$ cat src/rtl/riscv_pkg.sv
// Shared types and constants for the RV32M divide sequencer.
//   XLEN        : operand/result width
//   CNT_W       : width of the iteration counter
//   div_op_e    : funct3 encodings of the divide/remainder ops
//   div_state_e : sequencer FSM states
//   DIV_MIN_INT : most negative signed value (signed-overflow operand/result)
package riscv_pkg;

  localparam int unsigned XLEN  = 32;
  localparam int unsigned CNT_W = $clog2(XLEN);

  typedef enum logic [2:0] {
    OP_DIV  = 3'b100,
    OP_DIVU = 3'b101,
    OP_REM  = 3'b110,
    OP_REMU = 3'b111
  } div_op_e;

  typedef enum logic [1:0] {
    ST_IDLE = 2'd0,
    ST_CALC = 2'd1,
    ST_FIX  = 2'd2,
    ST_DONE = 2'd3
  } div_state_e;

  localparam logic [XLEN-1:0] DIV_MIN_INT = {1'b1, {(XLEN-1){1'b0}}};

endpackage

$ cat src/rtl/div_sequencer_if.sv
// Execute-stage <-> divider handshake.
//   master : pipeline side, drives start/funct3/rs1/rs2/flush, sees stall/done/result
//   slave  : divider side
interface div_sequencer_if;
  import riscv_pkg::*;

  logic            start;
  logic [2:0]      funct3;
  logic [XLEN-1:0] rs1;
  logic [XLEN-1:0] rs2;
  logic            flush;
  logic            stall;
  logic            done;
  logic [XLEN-1:0] result;

  modport master (output start, funct3, rs1, rs2, flush,
                  input  stall, done, result);

  modport slave  (input  start, funct3, rs1, rs2, flush,
                  output stall, done, result);

endinterface

$ cat src/rtl/div_step.sv
// One combinational restoring-divide iteration.
//   rem, quo, divisor : current partial remainder, quotient/dividend shift reg, divisor
//   rem_next, quo_next: values after shifting in one dividend bit and a trial subtract
module div_step
  import riscv_pkg::*;
(
  input  logic [XLEN-1:0] rem,
  input  logic [XLEN-1:0] quo,
  input  logic [XLEN-1:0] divisor,
  output logic [XLEN-1:0] rem_next,
  output logic [XLEN-1:0] quo_next
);

  logic [XLEN:0] shifted;
  logic [XLEN:0] trial;

  // Shifted remainder needs XLEN+1 bits; trial's MSB is the borrow (negative).
  always_comb begin
    shifted  = {rem, quo[XLEN-1]};
    trial    = shifted - {1'b0, divisor};
    rem_next = trial[XLEN] ? shifted[XLEN-1:0] : trial[XLEN-1:0];
    quo_next = {quo[XLEN-2:0], ~trial[XLEN]};
  end

endmodule

$ cat src/rtl/div_sequencer.sv
// Iterative RV32M DIV/DIVU/REM/REMU controller with pipeline stall.
//   clk, rst_n : clock, asynchronous active-low reset
//   bus        : div_sequencer_if.slave (start/funct3/rs1/rs2/flush in,
//                stall (combinational), done (1-cycle pulse), result out)
module div_sequencer
  import riscv_pkg::*;
(
  input  logic              clk,
  input  logic              rst_n,
  div_sequencer_if.slave    bus
);

  div_state_e        state;
  logic [CNT_W-1:0]  count;
  logic [XLEN-1:0]   rem;
  logic [XLEN-1:0]   quo;
  logic [XLEN-1:0]   divisor;
  logic              q_neg;
  logic              r_neg;
  logic              is_rem;
  logic              done;
  logic [XLEN-1:0]   result;

  logic              accept;
  logic              op_signed;
  logic              op_rem;
  logic              a_neg;
  logic              b_neg;
  logic [XLEN-1:0]   abs_a;
  logic [XLEN-1:0]   abs_b;
  logic              div_zero;
  logic              overflow;
  logic [XLEN-1:0]   rem_next;
  logic [XLEN-1:0]   quo_next;

  // Operand decode; unlisted funct3 codes fall through as DIVU.
  always_comb begin
    accept    = (state == ST_IDLE) && bus.start && !bus.flush;
    op_signed = (bus.funct3 == OP_DIV) || (bus.funct3 == OP_REM);
    op_rem    = (bus.funct3 == OP_REM) || (bus.funct3 == OP_REMU);
    a_neg     = op_signed && bus.rs1[XLEN-1];
    b_neg     = op_signed && bus.rs2[XLEN-1];
    abs_a     = a_neg ? -bus.rs1 : bus.rs1;
    abs_b     = b_neg ? -bus.rs2 : bus.rs2;
    div_zero  = (bus.rs2 == '0);
    overflow  = op_signed && (bus.rs1 == DIV_MIN_INT) && (bus.rs2 == '1);
  end

  div_step u_step (
    .rem      (rem),
    .quo      (quo),
    .divisor  (divisor),
    .rem_next (rem_next),
    .quo_next (quo_next)
  );

  // Stall includes the arrival cycle so the op is held before it is latched.
  assign bus.stall  = accept || (state == ST_CALC) || (state == ST_FIX);
  assign bus.done   = done;
  assign bus.result = result;

  // FSM, datapath and registered outputs; flush overrides everything.
  always_ff @(posedge clk or negedge rst_n) begin
    if (!rst_n) begin
      state   <= ST_IDLE;
      count   <= '0;
      rem     <= '0;
      quo     <= '0;
      divisor <= '0;
      q_neg   <= 1'b0;
      r_neg   <= 1'b0;
      is_rem  <= 1'b0;
      done    <= 1'b0;
      result  <= '0;
    end else begin
      done <= 1'b0;
      if (bus.flush) begin
        state <= ST_IDLE;
      end else begin
        case (state)
          ST_IDLE: begin
            if (bus.start) begin
              is_rem <= op_rem;
              if (div_zero) begin
                result <= op_rem ? bus.rs1 : '1;
                done   <= 1'b1;
                state  <= ST_DONE;
              end else if (overflow) begin
                result <= op_rem ? '0 : DIV_MIN_INT;
                done   <= 1'b1;
                state  <= ST_DONE;
              end else begin
                rem     <= '0;
                quo     <= abs_a;
                divisor <= abs_b;
                q_neg   <= a_neg ^ b_neg;
                r_neg   <= a_neg;
                count   <= CNT_W'(XLEN - 1);
                state   <= ST_CALC;
              end
            end
          end
          ST_CALC: begin
            rem <= rem_next;
            quo <= quo_next;
            if (count == '0) state <= ST_FIX;
            else             count <= count - CNT_W'(1);
          end
          ST_FIX: begin
            result <= is_rem ? (r_neg ? -rem : rem) : (q_neg ? -quo : quo);
            done   <= 1'b1;
            state  <= ST_DONE;
          end
          ST_DONE: state <= ST_IDLE;
          default: state <= ST_IDLE;
        endcase
      end
    end
  end

endmodule

$ cat src/flat_wrapper.sv
// flat-port wrapper written by rule: the top's interface ports become plain ports
module div_sequencer_flat import riscv_pkg::*;
  (clk, rst_n, bus_start, bus_funct3, bus_rs1, bus_rs2, bus_flush, bus_stall, bus_done, bus_result);
  div_sequencer_if bus_i ();
  input  logic clk;
  input  logic rst_n;
  input wire logic [$bits(bus_i.start)-1:0] bus_start;
  input wire logic [$bits(bus_i.funct3)-1:0] bus_funct3;
  input wire logic [$bits(bus_i.rs1)-1:0] bus_rs1;
  input wire logic [$bits(bus_i.rs2)-1:0] bus_rs2;
  input wire logic [$bits(bus_i.flush)-1:0] bus_flush;
  output wire logic [$bits(bus_i.stall)-1:0] bus_stall;
  output wire logic [$bits(bus_i.done)-1:0] bus_done;
  output wire logic [$bits(bus_i.result)-1:0] bus_result;
  assign bus_i.start = bus_start;
  assign bus_i.funct3 = bus_funct3;
  assign bus_i.rs1 = bus_rs1;
  assign bus_i.rs2 = bus_rs2;
  assign bus_i.flush = bus_flush;
  assign bus_stall = bus_i.stall;
  assign bus_done = bus_i.done;
  assign bus_result = bus_i.result;
  div_sequencer u_core (.clk(clk), .rst_n(rst_n), .bus(bus_i));
endmodule
$ cat config.mk
export PLATFORM = sky130hd
export DESIGN_NAME = div_sequencer_flat
export DESIGN_NICKNAME = d
export VERILOG_FILES = /design/src/rtl/riscv_pkg.sv /design/src/rtl/div_sequencer_if.sv /design/src/rtl/div_step.sv /design/src/rtl/div_sequencer.sv /design/src/flat_wrapper.sv
export SDC_FILE = /design/constraint.sdc
export NUM_CORES = 1
export LEC_CHECK = 0
export BUFFER_PORTS_ARGS = -buffer_cell sky130_fd_sc_hd__buf_2
export CORE_MARGIN = 2
export CORE_UTILIZATION = 30
export CTS_CLUSTER_DIAMETER = 100
export CTS_CLUSTER_SIZE = 12
export DETAILED_ROUTE_END_ITERATION = 8
export SLEW_MARGIN = 20
export SYNTH_ARGS = -nofsm -noshare
export SYNTH_HDL_FRONTEND = slang
export SYNTH_SLANG_ARGS = --single-unit
$ cat constraint.sdc
create_clock -name clk -period 4 [get_ports clk]
set_clock_uncertainty 0.1 [all_clocks]
set_input_delay 0.6 -clock clk [delete_from_list [all_inputs] [get_ports clk]]
set_output_delay 0.6 -clock clk [all_outputs]
set_load 0.1 [all_outputs]
==> results of run 1 <==
worst paths after layout:
kind / slack (ns) / cells after the start / end / from
max reg2reg: 0.41 / 10 / u_core.rem[29] / u_core.rem[8]
min reg2reg: 0.40 / 2 / u_core.bus.result[7] / u_core.bus.result[7]
max: 0.41 / 10 / u_core.rem[29] / u_core.rem[8]
min: 0.03 / 1 / u_core.divisor[25] / rst_n
min in group clk: 0.37 / 2 / u_core.divisor[0] / bus_rs2[0]
max in group asynchronous: 2.89 / 2 / u_core.quo[4] / rst_n
worst reg2reg max path, delay by kind of cell, from the launching register on:
| kind | cells | cell delay [ns] |
|---|---|---|
| flops | 1 | 0.47 |
| compound gates | 5 | 1.73 |
| simple gates | 3 | 0.66 |
| mux | 1 | 0.12 |
| fa+ha+maj | 1 | 0.40 |
cells in the mapped netlist, drive strengths merged (4+ instances only):
| master | instances | area, sq um |
|---|---|---|
| a31oi | 30 | 187.7 |
| o211ai | 22 | 165.2 |
| dfrtp | 139 | 3478 |
| o31ai | 23 | 177.7 |
| buf | 24 | 183.9 |
| nor2b | 9 | 56.30 |
| nor2 | 107 | 401.6 |
| xnor2 | 75 | 656.9 |
| o21ai | 178 | 898.4 |
| and2 | 9 | 56.31 |
| nand4 | 15 | 100.1 |
| o21a | 5 | 37.54 |
| nand2 | 184 | 690.7 |
| nand2b | 9 | 56.30 |
| a21o | 19 | 142.6 |
| o41ai | 14 | 130.1 |
| nor3 | 35 | 186.4 |
| mux2 | 4 | 45.04 |
| ha | 42 | 525.5 |
| a21oi | 105 | 548.0 |
| a211oi | 4 | 30.03 |
| nand3b | 8 | 60.06 |
| inv | 60 | 225.2 |
| or3 | 15 | 93.84 |
| nor4 | 12 | 81.33 |
| xor2 | 69 | 604.3 |
| a221o | 9 | 90.09 |
| nand3 | 17 | 95.09 |
| and3 | 8 | 50.05 |
| clkbuf | 51 | 193.9 |
| mux2i | 26 | 260.3 |
| nor3b | 6 | 45.04 |
| or4 | 12 | 101.3 |
cell families after synthesis:
logic type	share of synthesized area
DFF	0.3143
xor gates and xnor gates	0.1140
and+or+nand+nor	0.1971
buffers and inverters	0.05483
muxes	0.02759
adders and majority gates	0.04929
AOI/OAI and AO/OA	0.2430
final cells by class:
| type | count | area, sq um |
|---|---|---|
| inverter | 61 | 229.0 |
| tap | 468 | 585.6 |
| sequential | 139 | 3480 |
| clock inverter | 13 | 216.5 |
| timing repair buffer | 131 | 817.0 |
| multi-input combinational | 1119 | 7000 |
| clock buffer | 18 | 439.2 |
| fill | 3823 | 23670 |
state kept, by name, summed over array words and instances (netlist names):
name               cells
u_core.bus.result     32
u_core.divisor        32
u_core.quo            32
u_core.rem            32
u_core.count           5
u_core.state           2
u_core.bus.done        1
u_core.is_rem          1
u_core.q_neg           1
u_core.r_neg           1
per-stage QoR:
step / utilization / power (mW)
2_1_floorplan: - / 7.572
3_3_place_gp: 0.3319 / 9.047
3_5_place_dp: 0.3324 / 9.155
4_1_cts: 0.3504 / 11.00
5_1_grt: 0.3504 / 11.82
6_report: 0.3504 / 11.01
report_power, final:
part	internal [mW]	switching, mW
Combinational	2.24	4.28
Sequential	1.97	0.715
Clock	1.13	0.678
Total	5.33	5.67
per-layer routing:
metal / vias up / global-route usage / wire length, um
li1: 5114 / - / -
met1: 5052 / 0.2426 / 15810
met2: 270 / 0.3046 / 16420
met3: 56 / 0.02888 / 1569
met4: 0 / 0.06341 / 992
met5: - / 0 / 0
==> impl_metrics.csv, run 1 <==
group,metric,value,unit
status,run_status,"finished clean",
sta,drv_slew,0,
worst_setup_path,worst_path_max_delay_cell,"sky130_fd_sc_hd__o31ai_1",
synthesis,synth.ff_latch_count,139,
worst_setup_path,sort_of_element_at_the_end_of_the_critical_path,"flip-flop",
layout,layout.cells.non_filler,1949,
grt,first_global_vias,10320,
sta,maximum_clock_frequency,278.8,MHz
clock_tree,insertion_delay,0.44,ns
worst_setup_path,timing_worst_setup_path_type,"reg -> reg",
clock_tree,cts.htree.levels,4,
worst_setup_path,cp.arrival,3.81,ns
place,number_of_placed_instances_with_taps_included,1918,
synthesis,syn-cell-area,11070,sq um
clock_tree,cts_num_sinks,139,
worst_setup_path,critical-path-top-cell-by-count,"sky130_fd_sc_hd__and3_1",
layout,area_growth,15.36,%
synthesis,mappedNetlistNets,1508,
pwr,power_density,862.0,nW/um^2
clock_tree,cts_hold_buffers,0,
die,die_width,196.1,um
worst_setup_path,start_kind,"flip-flop",
layout,n_antenna_cell,0,
sta,finalSetupTns,0,ns
clock_tree,clk_root_buffer_cell,"sky130_fd_sc_hd__clkbuf_16",
sta,max-slew-margin-rel,0.3773,
sta,setup_viol_count_final,0,
layout,design.final.nets,1583,
flow_run,max-cap-violations,0,
layout,mostFrequentLayoutCell,"sky130_fd_sc_hd__nand2_1",
detailed_routing,drt_pre_antenna_iters,5,
detailed_routing,drc_errors,0,
layout,layout.cells.most_common_list,"sky130_fd_sc_hd__nand2_1 (184), sky130_fd_sc_hd__o21ai_0 (150), sky130_fd_sc_hd__dfrtp_1 (138)",
die,ios,105,
sta,fin_crit_sh,0.8967,
synthesis,post_synth_inst_count,1394,
die,starting_density_of_the_core,0.3037,
synthesis,postSynthAreaPerCell,7.939,sq um
place,cell_area_placed,12110,sq um
detailed_routing,antenna_violating_nets_post_route,0,
place,gp_routability_congestion,0.9204,
place,place.port_buffers,104,
grt,grt_max_degree,79,
sta,final.setup.worst_slack,0.4132,ns
detailed_routing,wl_per_cell,17.85,um
clock_tree,cts_max_path_buffers,2,
detailed_routing,first_iter_violations,734,
die,fp-row-count,70,
synthesis,ys_async_sr_fraction,1.000,
clock_tree,cts_resized,0,
pwr,p_leak,5.420,nW
worst_setup_path,cp_num_buf_inv,0,
die,design.die.area,38440,sq um
clock_tree,clkSlewWorstSetupHoldPaths,0.07,ns
clock_tree,post_cts_buffers,0,
die,core_area,36430,sq um
grt,grt_remaining_overflow,0,
grt,grt_usage,0.1834,
die,die_y,196.1,um
sta,whs,0.02552,ns
clock_tree,cts-buffers-inserted,17,
sta,grt_setup_unrepaired,"no",
worst_setup_path,path_delay_family,"compound AO/OA/AOI/OAI gates",
synthesis,synth_sequential_area_ratio,0.3143,
place,sum_of_net_half_perimeters_after_detailed_placement,26.19,mm
grt,first_pass_grt_wire_length,56.09,mm
synthesis,synth.yosys.warnings,0,
sta,final-hold-violation-count,0,
worst_setup_path,worst_ep_required_time,4.22,ns
layout,finalInstanceArea,12770,sq um
detailed_routing,detail_route.vias_per_cell,5.383,
pwr,vdd_drop_max,553.6,uV
worst_setup_path,crit_path_cell_trace,"ha_1, and4_1, and3_1, o2bb2ai_1, o31ai_1, o21ai_0, a32oi_1, mux2i_1, and3_1, a221o_1",
sta,final_min_period,3.587,ns
synthesis,synth_enable_flop_cells,0,
sta,tightestPinTransition,0.9341,ns
grt,initial_antenna_violation_count,0,
layout,layout-drive-gt1-share,0.1290,
synthesis,ys_dominant_reg_cell,"sky130_fd_sc_hd__dfrtp_1",
hold_path,worstHoldPathType,"in -> async",
place,preCtsSetupSlack,0.2667,ns
worst_setup_path,crit_fanout,6,
detailed_routing,via_count,10490,
detailed_routing,drt_wl_total,34.80,mm
synthesis,ys_types,77,
clock_tree,tritoncts,"yes",
worst_setup_path,timing.critical_path.slowest_cell_delay,0.50,ns
Power figures use the tool's default switching activity.
==> run 2: changes to the inputs <==
--- a/config.mk
+++ b/config.mk
@@ -5,7 +5,9 @@
 export SDC_FILE = /design/constraint.sdc
 export NUM_CORES = 1
 export LEC_CHECK = 0
+export ABC_AREA = 1
 export BUFFER_PORTS_ARGS = -buffer_cell sky130_fd_sc_hd__buf_2
+export CORE_ASPECT_RATIO = 0.75
 export CORE_MARGIN = 2
 export CORE_UTILIZATION = 30
 export CTS_CLUSTER_DIAMETER = 100
==> constraint.sdc (replaced) <==
create_clock -name clk -period 4.05 [get_ports clk]
set_clock_uncertainty 0.1 [all_clocks]
set_input_delay 0.6075 -clock clk [delete_from_list [all_inputs] [get_ports clk]]
set_output_delay 0.6075 -clock clk [all_outputs]
set_load 0.1 [all_outputs]
==> run 2 against run 1 <==
Against the previous run: sequential share of layout area is 4.0 points lower; critical endpoint is now u_core.rem[22]; area after synthesis is 20% higher; non-clock buffer count is 9 lower; global-route usage is 4.5 points higher.
==> impl_metrics.csv, run 2 <==
group,metric,value,unit
worst_setup_path,crit_fanout,36,
die,design.die.area,45860,sq um
place,gp_routability_congestion,0.9757,
clock_tree,cts_num_sinks,139,
synthesis,synth_sequential_area_ratio,0.2626,
clock_tree,tritoncts,"yes",
grt,first_global_vias,13310,
sta,tightestPinTransition,1.037,ns
detailed_routing,detail_route.vias_per_cell,5.164,
sta,fin_crit_sh,0.7713,
pwr,p_comb_frac,0.587,
clock_tree,cts_max_path_buffers,2,
clock_tree,post_cts_buffers,0,
place,place.port_buffers,104,
sta,drv_slew,0,
sta,maximum_clock_frequency,320.1,MHz
synthesis,syn-cell-area,13250,sq um
layout,layout-drive-gt1-share,0.08798,
grt,grt_remaining_overflow,0,
clock_tree,clkSlewWorstSetupHoldPaths,0.06,ns
clock_tree,cts-buffers-inserted,17,
layout,finalInstanceArea,14960,sq um
sta,finalSetupTns,0,ns
sta,max-slew-margin-rel,0.3043,
layout,mostFrequentLayoutCell,"sky130_fd_sc_hd__nand2_1",
layout,fin_util,0.3444,
worst_setup_path,sort_of_element_at_the_end_of_the_critical_path,"flip-flop",
pwr,cellInternalPower,4.245,mW
layout,layout.cells.most_common_list,"sky130_fd_sc_hd__nand2_1 (769), sky130_fd_sc_hd__nand3_1 (307), sky130_fd_sc_hd__inv_1 (294)",
synthesis,ys_async_sr_fraction,1.000,
worst_setup_path,start_kind,"flip-flop",
synthesis,synth.yosys.warnings,0,
synthesis,yosys.area.top_type,"sky130_fd_sc_hd__dfrtp_1",
worst_setup_path,cp.arrival,3.41,ns
die,ios,105,
synthesis,postSynthAreaPerCell,5.895,sq um
grt,grt_max_degree,59,
sta,grt_setup_unrepaired,"no",
die,fp-row-count,66,
die,starting_density_of_the_core,0.3049,
clock_tree,cts.htree.levels,4,
place,cell_area_placed,14340,sq um
status,run_status,"finished clean",
synthesis,yosysTopAreaCellShare,0.2626,
sta,final_min_period,3.124,ns
synthesis,synth_top_cells_by_count,"sky130_fd_sc_hd__nand2_1 (769), sky130_fd_sc_hd__nand3_1 (307), sky130_fd_sc_hd__inv_1 (294)",
synthesis,synth.ff_latch_count,139,
detailed_routing,via_count,15020,
worst_setup_path,worst_ep_required_time,4.33,ns
pwr,switching_share,0.5504,
detailed_routing,drt_pre_antenna_iters,6,
layout,area_growth,12.94,%
grt,grt_usage,0.2283,
hold_path,worstHoldPathType,"in -> async",
worst_setup_path,timing_worst_setup_path_type,"reg -> reg",
synthesis,post_synth_main_area_contributors,"sky130_fd_sc_hd__dfrtp_1 (26%), sky130_fd_sc_hd__nand2_1 (22%), sky130_fd_sc_hd__nand3_1 (12%)",
synthesis,most_used_standard_cell_by_instance_count_after_synthesis,"sky130_fd_sc_hd__nand2_1",
sta,final.setup.worst_slack,0.9263,ns
synthesis,mappedNetlistNets,2361,
layout,n_antenna_cell,0,
synthesis,ys_types,45,
layout,design.final.nets,2432,
synthesis,ys_dominant_reg_cell,"sky130_fd_sc_hd__dfrtp_1",
pwr,vdd_drop_max,487.2,uV
grt,initial_antenna_violation_count,1,
sta,setup_viol_count_final,0,
flow_run,max-cap-violations,0,
synthesis,post_synth_inst_count,2247,
clock_tree,clk_root_buffer_cell,"sky130_fd_sc_hd__clkbuf_16",
detailed_routing,wl_per_cell,17.92,um
pwr,p_leak,8.103,nW
place,sum_of_net_half_perimeters_after_detailed_placement,41.53,mm
sta,final-hold-violation-count,0,
clock_tree,cts_resized,0,
detailed_routing,drc_errors,0,
detailed_routing,drt_wl_total,52.12,mm
pwr,power.sequential.fraction,0.231,
pwr,power_density,631.1,nW/um^2
die,core_area,43440,sq um
die,die_y,186.0,um
place,preCtsSetupSlack,0.7828,ns
clock_tree,insertion_delay,0.46,ns
pwr,clk_pwr_share,0.182,
grt,first_pass_grt_wire_length,79.74,mm
synthesis,synth_enable_flop_cells,0,
detailed_routing,antenna_violating_nets_post_route,0,
detailed_routing,first_iter_violations,1754,
pwr,p_switching,5.196,mW
die,die_width,246.6,um
clock_tree,cts_hold_buffers,0,
[run 2: critical path, stage by stage, from the launching register on]
cell                       delay (ns)
sky130_fd_sc_hd__dfrtp_1         0.38
sky130_fd_sc_hd__inv_1           0.09
sky130_fd_sc_hd__ha_1            0.14
sky130_fd_sc_hd__buf_4           0.30
sky130_fd_sc_hd__inv_1           0.42
sky130_fd_sc_hd__a211oi_2        0.37
sky130_fd_sc_hd__nand2_2         0.13
sky130_fd_sc_hd__nor2_4          0.70
sky130_fd_sc_hd__nand3_1         0.26
sky130_fd_sc_hd__nand2_1         0.13
[run 2: metal layers]
layer / GRT usage / up-vias / routed length [um]
li1: - / 7319 / -
met1: 0.3695 / 6983 / 27030
met2: 0.2984 / 673 / 19200
met3: 0.05493 / 40 / 5403
met4: 0.03422 / 2 / 476
met5: 0 / - / 12
[run 2: power by group through the flow]
stage | Sequential [mW] | Combinational, mW | Clock, mW
global route | 2.24 | 6.04 | 1.79
CTS | 2.18 | 5.41 | 1.74
global placement | 2.19 | 5.35 | 0
finish | 2.18 | 5.54 | 1.72
detailed placement | 2.20 | 5.38 | 0
floorplan | 2.87 | 3.09 | 0
[run 2: final timing paths]
kind                                             from  depth (start not counted)  slack [ns]                     to
worst max register to register        u_core.state[1]                          9        0.93         u_core.rem[22]
max in group asynchronous                       rst_n                          2        2.92        u_core.state[1]
min in group clk                          bus_rs2[31]                          3        0.36     u_core.divisor[31]
worst max-delay path                  u_core.state[1]                          9        0.93         u_core.rem[22]
worst min register to register  u_core.bus.result[11]                          2        0.37  u_core.bus.result[11]
worst min-delay path                            rst_n                          1        0.01         u_core.rem[27]
[run 2: final cells by class]
class | count | area [sq um]
Fill cell | 4867 | 28480
Multi-Input combinational cell | 1730 | 8292
Sequential cell | 139 | 3478
Inverter | 308 | 1156
Tap cell | 578 | 723.2
Timing Repair Buffer | 122 | 689.4
Clock buffer | 18 | 429.2
Clock inverter | 13 | 191.4
[run 2: through the flow]
stage                     hold WS (ns)  power (mW)  cells
final                          0.01384       9.441   2908
after global routing           0.06287       10.07   2908
after CTS                      0.05184       9.336   2908
after detailed placement        0.3622       7.585   2877
after global placement          0.3586       7.550   2877
after floorplan                 0.2119       5.962   2247
[run 2: kinds of logic (layout without fill, tap and decap cells)]
logic type | count (synthesis) | count (layout) | synth area share
compound gates | 257 | 257 | 0.1024
xor+xnor | 56 | 56 | 0.03703
fa+ha+maj | 43 | 43 | 0.04119
buf+inv | 378 | 461 | 0.1122
flops | 139 | 139 | 0.2626
mux | 1 | 1 | 0.0007557
simple gates | 1373 | 1373 | 0.4438
